--- src/rtl/stream_fanout.sv ---
// One-entry registered broadcast stage: holds one upstream word until every tap has taken it.
// Optional transfer counter is built when STREAM_FANOUT_CNT_EN is defined; otherwise xfer_count is 0.
module stream_fanout #(
  parameter int STREAMW = 32,
  parameter int NTAPS   = 2
) (
  input  logic               clk,
  input  logic               rst,
  input  logic [STREAMW-1:0] in1_s0,
  input  logic               ivalid_in1_s0,
  output logic               iready,
  input  logic [NTAPS-1:0]   oready,
  output logic [NTAPS-1:0]   ovalid,
  output logic [STREAMW-1:0] out1_s0,
  output logic [31:0]        xfer_count
);

  logic               full;
  logic [STREAMW-1:0] data_q;
  logic [NTAPS-1:0]   pending;
  logic [NTAPS-1:0]   take;
  logic               last;
  logic               accept;

  assign ovalid  = {NTAPS{full}} & pending;
  assign out1_s0 = data_q;
  assign take    = ovalid & oready;

  // last: every tap still owed the word takes it this cycle, so the slot frees up now
  assign last    = full & ((pending & ~take) == '0);
  assign iready  = ~rst & (~full | last);
  assign accept  = ivalid_in1_s0 & iready;

  // NOTE: state uses non-blocking assignments so all registers update from the same pre-edge values.
  always_ff @(posedge clk or posedge rst) begin
    if (rst) begin
      full    <= 1'b0;
      pending <= '0;
      data_q  <= '0;
    end else if (accept) begin
      full    <= 1'b1;
      pending <= '1;
      data_q  <= in1_s0;
    end else if (last) begin
      full    <= 1'b0;
      pending <= '0;
    end else if (full) begin
      pending <= pending & ~take;
    end
  end

`ifdef STREAM_FANOUT_CNT_EN
  logic [31:0] cnt;

  always_ff @(posedge clk or posedge rst) begin
    if (rst) begin
      cnt <= '0;
    end else if (last) begin
      cnt <= cnt + 32'd1;
    end
  end

  assign xfer_count = cnt;
`else
  assign xfer_count = 32'd0;
`endif

endmodule

--- config.mk ---
export PLATFORM = sky130hd
export DESIGN_NAME = stream_fanout
export DESIGN_NICKNAME = d
export VERILOG_FILES = /design/src/rtl/stream_fanout.sv
export SDC_FILE = /design/constraint.sdc
export NUM_CORES = 1
export LEC_CHECK = 0
export BUFFER_PORTS_ARGS = -buffer_cell sky130_fd_sc_hd__buf_2
export CAP_MARGIN = 20
export CORE_MARGIN = 2
export CORE_UTILIZATION = 35
export DETAILED_ROUTE_END_ITERATION = 12
export PLACE_DENSITY = 0.67
export REMOVE_ABC_BUFFERS = 1
export SLEW_MARGIN = 10
export SYNTH_ARGS = -nofsm -noshare
export SYNTH_HDL_FRONTEND = slang
export SYNTH_SLANG_ARGS = --single-unit
--- constraint.sdc ---
create_clock -name clk -period 2.2 [get_ports clk]
set_clock_uncertainty 0.15 [all_clocks]
set_input_delay 0.22 -clock clk [delete_from_list [all_inputs] [get_ports clk]]
set_output_delay 0.22 -clock clk [all_outputs]
set_load 0.02 [all_outputs]
==> impl_results.md <==
- Status: finished clean
- Met1 usage: 0.1304
- DRC: 0
- Crit Path Max Fanout: 36
- Flop pwr share: 0.401
- Largest net degree at the start of global routing: 37
- Starting density of the core: 0.3632
- Die Y: 74.24 µm
- Finished Layout Cells: 273
- Sw Share: 0.3241
- Antenna Nets Post-Route: 0
- IO buf count: 71
- Syn avg cell area: 14.51 µm²
- Post-Syn Area: 0.001727 mm²
- Maximum clock path buffer count: 2
- Final instance area: 0.002250 mm²
- I/O Pins: 104
- Final setup viols: 0
- N_diodes: 0
- Commonest non-fill, non-tap cell in the layout: buf_2
- Final #Nets: 242
- Critical path type: primary input to primary output
- RSZ-0062 raised after global routing: no
- Rows: 25
- CTS Root Cell: clkbuf_8
- P_int: 1479 µW
- Htree depth: 2
- Drt pass-1 iters: 4
- Most frequent cells in the layout: 71 x buf_2, 35 x dfrtp_1, 32 x conb_1
- Initial antenna violation count: 0
- Worst path arrival time: 1660 ps
- First-pass GRT wire length: 4464 µm
- Combinational share of power: 0.340
- Hold Path End: out1_s0[0]$_DFFE_PP0P_
- Final Cycle Share: 0.9241
- Hpwl dp: 2243 µm
- F_max: 491.9 MHz
- Routability Congestion: 0.6683
- Flops & latches, synth: 35
- Clk sinks: 35
- Routed WL per cell: 11.03 µm
- Fin. Hold Viols: 0
- GRT Total Usage: 0.1099
- Most frequent CP cell: buf_2
- Yosys Warn Count: 0
- Setup TNS Final: 0 ps
- CTS tree: built
- Aggregate global routing overflow: 0
- Max_cap viols: 0
- Share of cells above drive strength 1: 0.5680
- Min cycle time layout: 2033 ps
- Worst R2R End: out1_s0[5]$_DFFE_PP0P_
- CP required: 1830 ps
- Multi-input gate area: 685.7 µm²
- Critical Path, Cell by Cell: dlygate4sd3_1, buf_2, inv_1, buf_6, and2_1, buf_2
- Clock-pin slew on the worst setup and hold paths: 80 ps
- Drt first-iter violations: 23
- Post-synthesis sequential area ratio: 0.5072
- Worst r2r src: pending[0]$_DFFE_PP0P_
- Register Area: 875.8 µm²
- Vias: 1,048
- Max VDD drop: 0.0003709 V
- Die Wd: 74.24 µm
- Met2 usage: 0.1776
- Met3 usage: 0.05149
- Final wirelength: 3012 µm
- GRT Max-Usage Layer: met2
- Post-Synthesis Cells: 119
- Area growth syn-to-layout: 30.29%
- PwrDens: 972.9 mW/mm²
- Max incr delay on CP: 520 ps
- Startpoint of the worst hold path: in1_s0[0]
- Core footprint: 0.004755 mm²
- Num CTS Buffers: 5
- Setup crit start kind: primary input
- Total power: 2189 µW
- Fillers: 448
- Placed cells: 256
- Hold Path Class: primary input to register
- Netlist cell types: 14
- Static Leakage: 0.001238 µW
- Max-slew violation count: 0
- Clock Latency Late Sink: 270 ps
- R2R cell count: 5
- R2R setup slack: 400 ps
- Hold path depth: 2
- Sw power: 709.2 µW
- Clock network power share: 0.259
- Vias in the first global route: 966
- Die ar.: 0.005511 mm²
- Placed cell areas: 0.002043 mm²
- Drt via density: 3.839
- Crit path max-delay cell type: dlygate4sd3_1
- CP Capture Type: primary output
-- critical path: cells and delay by family --
| family | cells | cell delay [ps] |
|---|---|---|
| buffers and inverters | 5 | 1240 |
| AND/OR/NAND/NOR | 1 | 190 |
-- area by class of cell --
type                    count  area share
flip-flops and latches     35      0.3893
multi-input cells          78      0.3048
well taps                  67     0.03726
clock inverters             3     0.01947
repair buffers             83      0.2152
clock buffers               5     0.03059
inverters                   2    0.003337
-- metal layers --
layer  part of all wire  routed length, µm
met4             0.0037                 11
met5                  0                  0
met1               0.39               1186
met2               0.51               1537
met3              0.092                277
-- logic make-up (layout without fill, tap and decap cells) --
group | Yosys count | in the layout | share of synthesized area
buffers and inverters | 37 | 93 | 0.1630
AOI/OAI and AO/OA | 2 | 2 | 0.01232
other | 1 | 32 | 0.002172
DFF | 35 | 35 | 0.5072
and+or+nand+nor | 12 | 12 | 0.04565
muxes | 32 | 32 | 0.2696
-- power by group through the flow --
stage / clock network, µW / logic [µW] / registers, µW
2_1_floorplan: 0 / 333 / 1060
6_report: 566 / 744 / 878
3_5_place_dp: 0 / 739 / 887
3_3_place_gp: 0 / 724 / 889
4_1_cts: 592 / 748 / 881
5_1_grt: 618 / 795 / 902
-- what timing repair did --
item	4_1_cts	5_1_grt
hold buffers	7	2
setup endpoints to repair	0	1
hold endpoints to repair	18	2
resized for setup	0	1
buffers inserted	0	0
-- sequential cells by signal (all words and copies together) (netlist names) --
register,count
out1_s0,32
pending,2
full,1
-- metrics by stage --
step	hold slack (ps)	setup WS (ps)	util
2_1_floorplan	177.2	-271.4	-
3_3_place_gp	290.7	438.1	0.4297
3_5_place_dp	304.1	377.5	0.4297
4_1_cts	0.1377	13.28	0.4682
5_1_grt	1.224	33.71	0.4732
6_report	16.08	167.0	0.4732
-- worst max-delay path by stage --
stage | from | endpoint | slack (ps) | depth (start not counted)
CTS | rst | iready | 10 | 6
global placement | pending[0]$_DFFE_PP0P_ | out1_s0[6]$_DFFE_PP0P_ | 440 | 5
detailed placement | pending[0]$_DFFE_PP0P_ | out1_s0[28]$_DFFE_PP0P_ | 380 | 5
global route | rst | iready | 30 | 6
floorplan | rst | out1_s0[0]$_DFFE_PP0P_ | -270 | 3
finish | rst | iready | 170 | 6
-- synth_stat cells --
cell / instances / area [µm²]
and2_1: 3 / 18.77
buf_4: 32 / 240.2
buf_6: 3 / 33.78
conb_1: 1 / 3.750
dfrtp_1: 35 / 875.8
inv_1: 2 / 7.510
mux2_2: 4 / 45.04
mux2_4: 28 / 420.4
nand2_1: 6 / 22.52
nand3_4: 1 / 17.52
nor2b_1: 1 / 6.260
nor2b_4: 1 / 13.76
o21ai_0: 1 / 5.000
o21ai_4: 1 / 16.27
Note: power is estimated with default switching activity, not from simulation.
